### config.mk
export PLATFORM = sky130hd
export DESIGN_NAME = irq_gateway_array
export DESIGN_NICKNAME = d
export VERILOG_FILES = /design/src/rtl/irq_gateway_pkg.sv /design/src/rtl/irq_gateway_cell.sv /design/src/rtl/irq_gateway_array.sv
export SDC_FILE = /design/constraint.sdc
export NUM_CORES = 1
export LEC_CHECK = 0
export CORE_MARGIN = 3
export CORE_UTILIZATION = 53
export DETAILED_ROUTE_END_ITERATION = 6
export GPL_ROUTABILITY_DRIVEN = 0
export GPL_TIMING_DRIVEN = 0
export PLACE_DENSITY = 0.76
export SLEW_MARGIN = 20
export SYNTH_ARGS = -nofsm -noshare
export SYNTH_HDL_FRONTEND = slang
export SYNTH_SLANG_ARGS = --single-unit
### constraint.sdc
create_clock -name clk_i -period 1.8 [get_ports clk_i]
set_input_delay 0.27 -clock clk_i [delete_from_list [all_inputs] [get_ports clk_i]]
set_output_delay 0.27 -clock clk_i [all_outputs]
set_load 0.1 [all_outputs]
### src/rtl/irq_gateway_pkg.sv
// -----------------------------------------------------------------------------
// irq_gateway_pkg
//   Shared types and helpers for the PLIC interrupt gateway bank.
//   - gw_state_e : per-source service state (idle / pending at PLIC / claimed)
//   - id_width() : width of a PLIC interrupt ID for a given number of sources
//                  (ID 0 is reserved for "no interrupt", so NumSources+1 codes)
// -----------------------------------------------------------------------------
package irq_gateway_pkg;

  typedef enum logic [1:0] {
    GW_IDLE     = 2'd0,
    GW_PENDING  = 2'd1,
    GW_INFLIGHT = 2'd2
  } gw_state_e;

  function automatic int unsigned id_width(input int unsigned num_sources);
    return $clog2(num_sources + 1);
  endfunction

endpackage

### src/rtl/irq_gateway_cell.sv
// -----------------------------------------------------------------------------
// irq_gateway_cell
//   Gateway for one interrupt source: synchroniser, rising-edge detect,
//   IDLE -> PENDING -> INFLIGHT service FSM, pending-edge counter and a sticky
//   overflow flag.
// Ports
//   clk_i          clock
//   rst_i          synchronous active-high reset
//   src_i          raw (asynchronous) interrupt wire
//   le_i           trigger mode: 1 = rising edge, 0 = level-high
//   claim_hit_i    PLIC core claimed this source's ID this cycle
//   complete_hit_i PLIC core completed this source's ID this cycle
//   ip_o           registered pending request to the PLIC core
//   overflow_o     sticky: an edge was dropped because the counter was full
// -----------------------------------------------------------------------------
module irq_gateway_cell
  import irq_gateway_pkg::*;
#(
  parameter int unsigned EdgeCntWidth = 4,
  parameter int unsigned SyncStages   = 2
) (
  input  logic clk_i,
  input  logic rst_i,
  input  logic src_i,
  input  logic le_i,
  input  logic claim_hit_i,
  input  logic complete_hit_i,
  output logic ip_o,
  output logic overflow_o
);

  localparam logic [EdgeCntWidth-1:0] CntMax = '1;
  localparam logic [EdgeCntWidth-1:0] CntOne = {{(EdgeCntWidth-1){1'b0}}, 1'b1};

  logic [SyncStages-1:0]   sync_q, sync_d;
  logic                    sync_dly_q, sync_dly_d;
  gw_state_e               state_q, state_d;
  logic [EdgeCntWidth-1:0] cnt_q, cnt_d;
  logic                    ip_q, ip_d;
  logic                    ovf_q, ovf_d;

  logic level;
  logic rise;

  assign level = sync_q[SyncStages-1];
  assign rise  = level & ~sync_dly_q;

  // State register: every flop of the cell.
  // NOTE: sequential state uses non-blocking assignments so all flops sample
  // pre-edge values regardless of statement order.
  always_ff @(posedge clk_i) begin
    if (rst_i) begin
      sync_q     <= '0;
      sync_dly_q <= 1'b0;
      state_q    <= GW_IDLE;
      cnt_q      <= '0;
      ip_q       <= 1'b0;
      ovf_q      <= 1'b0;
    end else begin
      sync_q     <= sync_d;
      sync_dly_q <= sync_dly_d;
      state_q    <= state_d;
      cnt_q      <= cnt_d;
      ip_q       <= ip_d;
      ovf_q      <= ovf_d;
    end
  end

  // Next-state logic: FSM, edge counter and overflow flag.
  // NOTE: every signal written here gets a default first, so no path leaves it
  // unassigned and no latch is inferred.
  always_comb begin
    sync_d     = {sync_q[SyncStages-2:0], src_i};
    sync_dly_d = level;
    state_d    = state_q;
    cnt_d      = cnt_q;
    ovf_d      = ovf_q;

    unique case (state_q)
      GW_IDLE: begin
        if (le_i) begin
          if (rise || (cnt_q != '0)) state_d = GW_PENDING;
          // A fresh edge while backlog exists: one consumed, one added -> no change.
          if ((cnt_q != '0) && !rise) cnt_d = cnt_q - CntOne;
        end else if (level) begin
          state_d = GW_PENDING;
        end
      end
      GW_PENDING: begin
        // A level drop here does not retract the request.
        if (claim_hit_i) state_d = GW_INFLIGHT;
      end
      GW_INFLIGHT: begin
        if (complete_hit_i) begin
          state_d = GW_IDLE;
          ovf_d   = 1'b0;
        end
      end
      default: state_d = GW_IDLE;
    endcase

    // Edges arriving while a request is outstanding are queued; a set of the
    // overflow flag overrides a same-cycle clear by completion.
    if (le_i && rise && (state_q != GW_IDLE)) begin
      if (cnt_q == CntMax) ovf_d = 1'b1;
      else                 cnt_d = cnt_q + CntOne;
    end

    if (!le_i) cnt_d = '0;
  end

  // Output logic: ip is the registered decode of the next state, so it always
  // equals (state == PENDING) without any combinational input-to-output path.
  always_comb begin
    ip_d = (state_d == GW_PENDING);
  end

  assign ip_o       = ip_q;
  assign overflow_o = ovf_q;

endmodule

### src/rtl/irq_gateway_array.sv
// -----------------------------------------------------------------------------
// irq_gateway_array
//   Bank of interrupt gateways between SoC interrupt wires and the PLIC core.
//   Decodes claim/complete IDs into one-hot hits and instantiates one
//   irq_gateway_cell per source. Source bit k carries interrupt ID k+1.
// Ports
//   clk_i            clock
//   rst_i            synchronous active-high reset
//   irq_sources_i    raw interrupt wires
//   le_i             per-source trigger mode (1 = edge, 0 = level)
//   ip_o             registered pending vector to the PLIC core
//   claim_valid_i    claim strobe, claim_id_i = claimed ID
//   complete_valid_i completion strobe, complete_id_i = completed ID
//   overflow_o       sticky per-source edge-counter overflow
// -----------------------------------------------------------------------------
module irq_gateway_array
  import irq_gateway_pkg::*;
#(
  parameter int unsigned NumSources   = 30,
  parameter int unsigned EdgeCntWidth = 4,
  parameter int unsigned SyncStages   = 2
) (
  input  logic                            clk_i,
  input  logic                            rst_i,
  input  logic [NumSources-1:0]           irq_sources_i,
  input  logic [NumSources-1:0]           le_i,
  output logic [NumSources-1:0]           ip_o,
  input  logic                            claim_valid_i,
  input  logic [id_width(NumSources)-1:0] claim_id_i,
  input  logic                            complete_valid_i,
  input  logic [id_width(NumSources)-1:0] complete_id_i,
  output logic [NumSources-1:0]           overflow_o
);

  localparam int unsigned IdWidth = id_width(NumSources);
  typedef logic [IdWidth-1:0] id_t;

  logic [NumSources-1:0] claim_hit;
  logic [NumSources-1:0] complete_hit;

  // ID 0 and IDs above NumSources match no cell and are therefore ignored.
  for (genvar k = 0; k < NumSources; k++) begin : g_cell
    assign claim_hit[k]    = claim_valid_i    && (claim_id_i    == id_t'(k + 1));
    assign complete_hit[k] = complete_valid_i && (complete_id_i == id_t'(k + 1));

    irq_gateway_cell #(
      .EdgeCntWidth (EdgeCntWidth),
      .SyncStages   (SyncStages)
    ) u_cell (
      .clk_i          (clk_i),
      .rst_i          (rst_i),
      .src_i          (irq_sources_i[k]),
      .le_i           (le_i[k]),
      .claim_hit_i    (claim_hit[k]),
      .complete_hit_i (complete_hit[k]),
      .ip_o           (ip_o[k]),
      .overflow_o     (overflow_o[k])
    );
  end

endmodule

* Word level (Yosys, flattened, before mapping) *
Index checks and enable logic that the tools add are counted.
W data, S select, Z words.

operators by class
  reduce and logical (&&, ||, !) cells = 330
  mux-type cells = 420
  bitwise operators = 90
  add/sub/neg operators = 60
  equality and inequality tests = 180

operator list
  operator               count
  $mux W4                120
  $mux W2                150
  $pmux W2 S3            30
  $eq A5 B5 Y1 const B   30
  $logic_and A1 B1 Y1    150
  $add A4 B1 Y4 const B  30
  $eq A2 B1 Y1 const B   60
  $eq A4 B4 Y1 const B   30
  $mux W1                120
  $reduce_bool A4 Y1     30
  $sub A4 B1 Y4 const B  30
  $eq A5 B4 Y1 const B   16
  $eq A2 B2 Y1 const B   30
  $logic_not A2 Y1       30
  $not A1 Y1             60
  $reduce_bool A2 Y1     30
  $reduce_or A2 Y1       30
  $eq A5 B3 Y1 const B   8
  $and A1 B1 Y1          30
  $logic_not A1 Y1       30
  $logic_or A1 B1 Y1     30
  $eq A5 B2 Y1 const B   4
  $eq A5 B1 Y1 const B   2

word-level totals
  output and inout port bits = 60
  bits of input ports = 74
  flip-flop bits (word level) = 330

* Longest topological paths before layout *
Gate-level depths: netlist of run 1.

  depth in word-level cells = 8
  depth in mapped cells = 6

* Modules after synthesis *
Synthesis of run 1 repeated with hierarchy kept, for this count alone.

unflattened totals
  cell total of the unflattened synthesis = 1920
  area, all modules = 17449.2 um^2

modules (own cells, without submodules)
  module             area each (um^2)  cells an instance  instances
  irq_gateway_cell   566.8             61                 30
  irq_gateway_array  445.4             90                 1

* Least setup slack after synthesis of run 1 *
OpenSTA, ideal clock, no wires.

  path type = reg-to-reg
  from = register g_cell[29].u_cell.cnt_q[0]
  to = register g_cell[29].u_cell.cnt_q[3]
  required time = 1679 ps
  path buffers = 0
  stages on the path, launching flop included = 7
  data arrival time = 1624 ps
  slack = 55 ps
  path through = dfxtp_1 > inv_1 > ha_1 > or3b_1 > and3_1 > a22oi_1 > mux2_2

between the ends
  cells in the longest elaborated chain, start to end = 6
  elaborated cells on any way between the ends = 9
  those cells by class = add/sub (2); eq/ne (1); mux (4); reduce/logical (2)

RTL lines
  what                                                   line                     RTL
  start: declaration                                     irq_gateway_cell.sv:38   logic [EdgeCntWidth-1:0] cnt_q, cnt_d;
  start signal: assignment                               irq_gateway_cell.sv:63   cnt_q <= cnt_d;
  branches (longest 5 deep; another with $sub A4 B1 Y4)  n/a
  $mux W4 *                                              irq_gateway_cell.sv:104  if (le_i && rise && (state_q != GW_IDLE)) begin

Mark *: on every way between the ends.
A chain may end at the register's enable or synchronous reset.

* Worst setup path after layout of run 1 *
  from = input complete_id_i[0]
  to = register g_cell[11].u_cell.ovf_q

between the ends
  cells in the longest elaborated chain, start to end = 6

RTL lines
  what                    line                     RTL
  start: declaration      irq_gateway_array.sv:31  input logic [id_width(NumSources)-1:0] complete_id_i,
  $eq A5 B4 Y1 *          irq_gateway_array.sv:44  assign complete_hit[k] = complete_valid_i && (complete_id_i == id_t'(k + 1));
  $logic_and A1 B1 Y1 *   irq_gateway_array.sv:44
  $mux W1 *               irq_gateway_cell.sv:94   if (complete_hit_i) begin
  $mux W1 *               irq_gateway_cell.sv:79   unique case (state_q)
  $mux W1                 irq_gateway_cell.sv:105  if (cnt_q == CntMax) ovf_d = 1'b1;
  $mux W1 *               irq_gateway_cell.sv:104
  end signal: assignment  irq_gateway_cell.sv:65   ovf_q <= ovf_d;
  end: declaration        irq_gateway_cell.sv:40   logic ovf_q, ovf_d;

Mark *: on every way between the ends. The rest lies on a longest branch, timed or not.

==> impl_metrics.json, run 1 <==
{
  "crit_type": "in -> reg",
  "crit_arrival_ns": 2.22,
  "ys_seq_area_frac": 0.388,
  "ys_types": 65,
  "cp_slowest_cell": "clkbuf_2",
  "netlist_area_mm2": 0.0170,
  "ys_async_sr_fraction": 0,
  "synthesis.nets": 2078,
  "relSlewSlack": 0.397,
  "start_util": 0.538,
  "place_inst": 2479,
  "coreArea_mm2": 0.0316,
  "ys_top_cells_by_area": "dfxtp_1, ha_1, and3_1, nor2b_1, nor3_1",
  "synth_fa_ha_area_frac": 0.0441,
  "power_density_mw_per_mm2": 954,
  "synth_xor_area_frac": 0.0149,
  "fin_crit_sh": 1.02,
  "fin_crit_ns": 1.83,
  "min_path_cells": 2,
  "drv_slew": 0,
  "setup_viol": 4,
  "yosysTopAreaCellShare": 0.388,
  "finalPower_mw": 19.5,
  "worst_slack_ns": -0.0346,
  "nets": 2264,
  "critical_path.n_buffers_inverters": 2,
  "violations": "design-rule violations, negative setup slack",
  "cts_buffers": 37,
  "root_buffer": "clkbuf_16",
  "worst-slew-pin-transition_ns": 0.891,
  "drive_gt1_frac": 0.205,
  "startpoint_type": "input pin",
  "reg2reg_slack_ns": 0.02,
  "dp_hpwl_mm": 31.3,
  "synth-edff-count": 0,
  "antenna_found_initial": 6,
  "synth_cells": 1944,
  "ys_warn_count": 0,
  "final.setup.tns_ns": -0.0717,
  "finalClockSkew_ns": 0.0176,
  "worstHoldPathType": "in -> reg",
  "fin_cells": 2562,
  "holdPathEnd": "g_cell[3].u_cell.sync_q[0]",
  "required_ns": 2.19,
  "cp-end-kind": "flop",
  "route.detailed.drc": 1,
  "cts_tree": "yes",
  "min-delay-start": "irq_sources_i[3]",
  "ys.flop_type": "dfxtp_1",
  "grt_pass1_wl_mm": 70.5,
  "muxShareOfSynthArea": 0.0328,
  "place.port_buffers": 133,
  "yosys.area_share.simple": 0.322,
  "synth_compound_area_frac": 0.136,
  "clock_sinks": 330,
  "power_leakage_nw": 8.13,
  "synth_top_family_by_area": "simple AND/OR/NAND/NOR gates",
  "rows": 65,
  "hold_viol": 0,
  "firstDrtPassIters": 7,
  "htree_levels": 2,
  "wl_per_cell_um": 17.7,
  "vias": 15100,
  "wl_mm": 45.2,
  "worstPathMaxFanout": 10,
  "clock_path_buffers": 3,
  "slowest_delay_ns": 0.51,
  "path_cells": "clkdlybuf4s50_1 -> nor2_2 -> clkbuf_2 -> nand4b_1 -> a32oi_1 -> nor2_1",
  "clock.fmax_mhz": 545,
  "critPathTopFamily": "buffers and inverters",
  "io_pins": 134,
  "grt_usage": 0.252,
  "ff2ff_path_depth": 6,
  "hold_ws_ns": 0.299,
  "r2r_start": "g_cell[15].u_cell.cnt_q[0]",
  "synth-seq-cells": 330,
  "final_common_cell": "dfxtp_1",
  "clock_latency_ns": 0.52,
  "synth.avg_cell_area_um2": 8.76,
  "rsz0062_at_grt": "yes",
  "fp.dieW_um": 185,
  "drtIter0Drc": 970,
  "r2r-end": "g_cell[15].u_cell.cnt_q[3]",
  "die_y_um": 185,
  "grt_max_degree": 13,
  "maxCapViolations": 0,
  "irDropWorstVdd_v": 0.000591,
  "yosysTopAreaCell": "dfxtp_1",
  "cts.clk_slew.worst_paths_ns": 0.06,
  "status": "complete, but fails checks",
  "via_per_inst": 5.90,
  "overflow": 0,
  "final_antenna_net_count": 0,
  "grt_pass1_vias": 14100,
  "fillers": 2553,
  "die-area_mm2": 0.0343,
  "layout_common_cells": "dfxtp_1, nand2_1, nor2_1, nor3_1, inv_1",
  "area_growth_syn_to_layout_pct": 20.2
}
-- sequential cells by signal, summed over array words and instances, names as in the netlist --
name and cells:
g_cell.u_cell.overflow_o 30, g_cell.u_cell.sync_dly_q 30, g_cell.u_cell.cnt_q 120, g_cell.u_cell.sync_q 60
g_cell.u_cell.state_q 60, g_cell.u_cell.ip_o 30
-- final cells by class --
class / count / area, µm² / area share
multi-input combinational: 1391 / 9670 / 0.472
clock inverter: 7 / 41.3 / 0.00202
clock buffer: 58 / 1120 / 0.0546
tap: 402 / 503 / 0.0246
sequential: 330 / 6650 / 0.325
buffer: 100 / 642 / 0.0313
timing repair buffer: 147 / 1380 / 0.0673
inverter: 123 / 462 / 0.0225
antenna: 4 / 10.0 / 0.000489
-- synthesized netlist by cell type (9+ instances only) --
master and instances:
buf_4 60, nor3_1 117, mux2i_1 39, and2_1 9, nor2_1 121, a22oi_1 35, and3_4 9, nand2b_1 87
o221a_2 23, inv_1 123, a221oi_1 32, nor4_1 54, nor2b_1 104, nand3_1 22, o21a_1 31, a211o_1 20
mux2_2 15, dfxtp_1 330, a21oi_1 99, o21ai_0 21, and3_1 111, ha_1 60, nand4_1 17, or3b_1 25
or2_2 36, and4b_1 9, nand2_1 120, nand4b_1 15, clkbuf_1 36, xor2_1 24, a31oi_1 20
-- through the flow --
stage                     utilization  worst slack, ns  instance area (µm²)
final                           0.647          -0.0346                20500
after global routing            0.647          -0.0259                20500
after CTS                       0.639         0.000366                20200
after detailed placement        0.597            -1.89                18900
after global placement          0.596            -1.83                18900
after floorplan                     -           0.0549                17000
-- cell families after synthesis --
logic type | Yosys count
adder cells (fa/ha/maj) | 60
AND/OR/NAND/NOR | 925
XOR/XNOR | 29
buffers and inverters | 223
flip-flops | 330
multiplexers | 54
AO/OA/AOI/OAI | 323
-- power breakdown --
group | switching (mW) | leakage (nW) | internal, mW
clock network | 2.98 | 0.569 | 4.26
logic | 2.43 | 4.86 | 1.73
registers | 0.397 | 2.70 | 7.75
total | 5.80 | 8.13 | 13.7
-- per-layer routing --
metal,share of wire,global-route usage,vias up
met5,0.00040,0,-
met4,0.030,0.0864,4
met3,0.070,0.0454,96
met2,0.47,0.426,446
met1,0.43,0.324,7231
li1,-,-,7344
-- worst max-delay path by stage --
stage,start,end,slack (ns),cells past startpoint
after floorplan,g_cell[29].u_cell.cnt_q[0],g_cell[29].u_cell.cnt_q[3],0.05,6
after global placement,rst_i,g_cell[0].u_cell.ip_o,-1.83,5
after detailed placement,rst_i,g_cell[0].u_cell.ip_o,-1.89,5
after CTS,g_cell[2].u_cell.overflow_o,overflow_o[2],0.0004,2
after global routing,complete_id_i[1],g_cell[13].u_cell.overflow_o,-0.03,6
final,complete_id_i[0],g_cell[11].u_cell.overflow_o,-0.03,6
-- timing repair --
action                     in CTS  in global routing
setup endpoints to repair     356                100
gates resized for setup       256                137
pin swaps                       1                  8
buffers inserted                1                 13
hold buffers                    0                  0
Note: power is estimated with default switching activity, not from simulation.
==> inputs of run 2 (changes only) <==
SKIP_LAST_GASP = 1   (was default)
SLEW_MARGIN = default   (was 20)
==> run 2 against run 1 <==
  * Combinational power about the same
  * Largest cell class unchanged
  * Design area is 0.21% higher
  * Sequential cell count stayed put
  * Fmax up 0.56%
  * The flow finishes with violations (negative setup slack)
  * Critical path depth decreased by 1
  * Non-clock buffer count decreased by 5
  * First-iteration DRC count rose by 6.1%
  * Sequential power is essentially flat
  * Total power down 0.14%
  * Core utilization grew 0.13 points
==> impl_metrics.json, run 2 (synthesis results as in run 1) <==
{
  "status": "complete, but fails checks",
  "violations": "negative setup slack",
  "reg2reg_slack_ns": 0.02,
  "die_y_um": 185,
  "drtIter0Drc": 1029,
  "clock_path_buffers": 3,
  "top_regs": "g_cell.u_cell.cnt_q x120, g_cell.u_cell.state_q x60, g_cell.u_cell.sync_q x60",
  "rsz0062_at_grt": "yes",
  "grt_usage": 0.252,
  "grt_pass1_vias": 14000,
  "cts.clk_slew.worst_paths_ns": 0.06,
  "irDropWorstVdd_v": 0.000695,
  "slowest_delay_ns": 0.52,
  "firstDrtPassIters": 5,
  "antenna_found_initial": 5,
  "via_per_inst": 5.89,
  "cp_slowest_cell": "buf_1",
  "min_path_cells": 2,
  "fin_cells": 2552,
  "r2r_start": "g_cell[12].u_cell.cnt_q[0]",
  "io_pins": 134,
  "overflow": 0,
  "cp-end-kind": "flop",
  "dp_hpwl_mm": 31.3,
  "final_antenna_net_count": 0,
  "drive_gt1_frac": 0.199,
  "crit_arrival_ns": 2.19,
  "min-delay-start": "irq_sources_i[18]",
  "htree_levels": 2,
  "coreArea_mm2": 0.0316,
  "place.port_buffers": 133,
  "startpoint_type": "input pin",
  "place_inst": 2479,
  "r2r-end": "g_cell[12].u_cell.cnt_q[3]",
  "nets": 2259,
  "route.detailed.drc": 0,
  "wl_mm": 44.7,
  "fin_crit_sh": 1.01,
  "clock.fmax_mhz": 548,
  "start_util": 0.538,
  "crit_type": "in -> reg",
  "power_leakage_nw": 8.10,
  "cts-hold-fix-buffers": 0,
  "cts_tree": "yes",
  "fin_crit_ns": 1.82,
  "place_ws_ns": -1.82,
  "worst-slew-pin-transition_ns": 0.883,
  "setup.worst_path.end": "g_cell[19].u_cell.state_q[1]",
  "cts_buffers": 37,
  "vias": 15000,
  "grt_max_degree": 14,
  "worstHoldPathType": "in -> reg",
  "ff2ff_path_depth": 5,
  "drv_slew": 0,
  "finalClockSkew_ns": 0.0208,
  "maxCapViolations": 0,
  "rows": 65,
  "largest_register": "g_cell.u_cell.cnt_q",
  "hold_viol": 0,
  "setup_viol": 2,
  "root_buffer": "clkbuf_16",
  "required_ns": 2.16,
  "largest_reg_flops": 120,
  "layout_common_cells": "dfxtp_1, nand2_1, nor2_1, nor3_1, inv_1",
  "clock_latency_ns": 0.52,
  "relSlewSlack": 0.403,
  "path_cells": "clkdlybuf4s15_2 -> clkbuf_2 -> clkbuf_2 -> buf_1 -> nor2_1",
  "fp.dieW_um": 185,
  "worst_slack_ns": -0.0244,
  "clock_sinks": 330,
  "worst_path_most_repeated_cell": "clkbuf_2",
  "cp-startpoint": "rst_i",
  "die-area_mm2": 0.0343,
  "area_growth_syn_to_layout_pct": 20.5,
  "final_common_cell": "dfxtp_1",
  "power_density_mw_per_mm2": 951,
  "worstPathMaxFanout": 10,
  "wl_per_cell_um": 17.5,
  "grt_pass1_wl_mm": 70.6
}
run 2: cell types whose count changed in the layout (fill, tap and decap cells not counted), sizes merged:
cell	delta
buf	-11
bufinv	+1
clkbuf	-12
clkdlybuf4s15	+11
clkinv	+2
inv	-1
run 2: final cells by class:
class,instances,area (µm²)
Fill cell,2556,11100
Multi-Input combinational cell,1391,9690
Sequential cell,330,6650
Timing Repair Buffer,143,1420
Clock buffer,51,1080
Buffer,99,633
Tap cell,402,503
Inverter,123,464
Clock inverter,9,72.6
Antenna cell,4,10.0
run 2: through the flow:
stage / area, µm² / power [mW] / hold slack (ns) / util / setup TNS (ns)
6_report: 20500 / 19.5 / 0.313 / 0.649 / -0.0311
5_1_grt: 20500 / 20.3 / 0.316 / 0.649 / -0.207
4_1_cts: 20200 / 19.4 / 0.307 / 0.639 / 0
3_5_place_dp: 18900 / 12.2 / 0.423 / 0.596 / -389.84
3_3_place_gp: 18900 / 12.1 / 0.415 / 0.596 / -398.22
2_1_floorplan: 17000 / 11.2 / 0.398 / - / 0
run 2: layer usage:
metal | GRT usage | wire length [µm] | share of wire
met5 | 0 | 19 | 0.00042
met4 | 0.0837 | 1510 | 0.034
met3 | 0.0452 | 2990 | 0.067
met2 | 0.423 | 20900 | 0.47
met1 | 0.330 | 19400 | 0.43
run 2: timing repair:
action | 4_1_cts | 5_1_grt
buffers inserted | 0 | 10
setup endpoints to repair | 356 | 82
gates resized for setup | 242 | 126
endpoints found under the hold margin | 0 | 0
pin swaps | 0 | 8
run 2: how the worst min path moves through the flow:
stage | to | slack, ns
floorplan | g_cell[0].u_cell.sync_q[0] | 0.40
global placement | g_cell[11].u_cell.sync_q[1] | 0.42
detailed placement | g_cell[27].u_cell.sync_q[1] | 0.42
CTS | g_cell[10].u_cell.sync_q[0] | 0.31
global route | g_cell[14].u_cell.sync_q[0] | 0.32
finish | g_cell[18].u_cell.sync_q[0] | 0.31
run 2: critical path: cells and delay by family:
family,cells,cell delay (ns)
simple gates,1,0.12
buf+inv,4,1.79
run 2: power by group:
group          total, mW  internal [mW]  leakage, nW  switching [mW]
clock               7.24           4.29        0.574            2.94
sequential          8.15           7.75         2.70           0.402
combinational       4.13           1.71         4.83            2.41
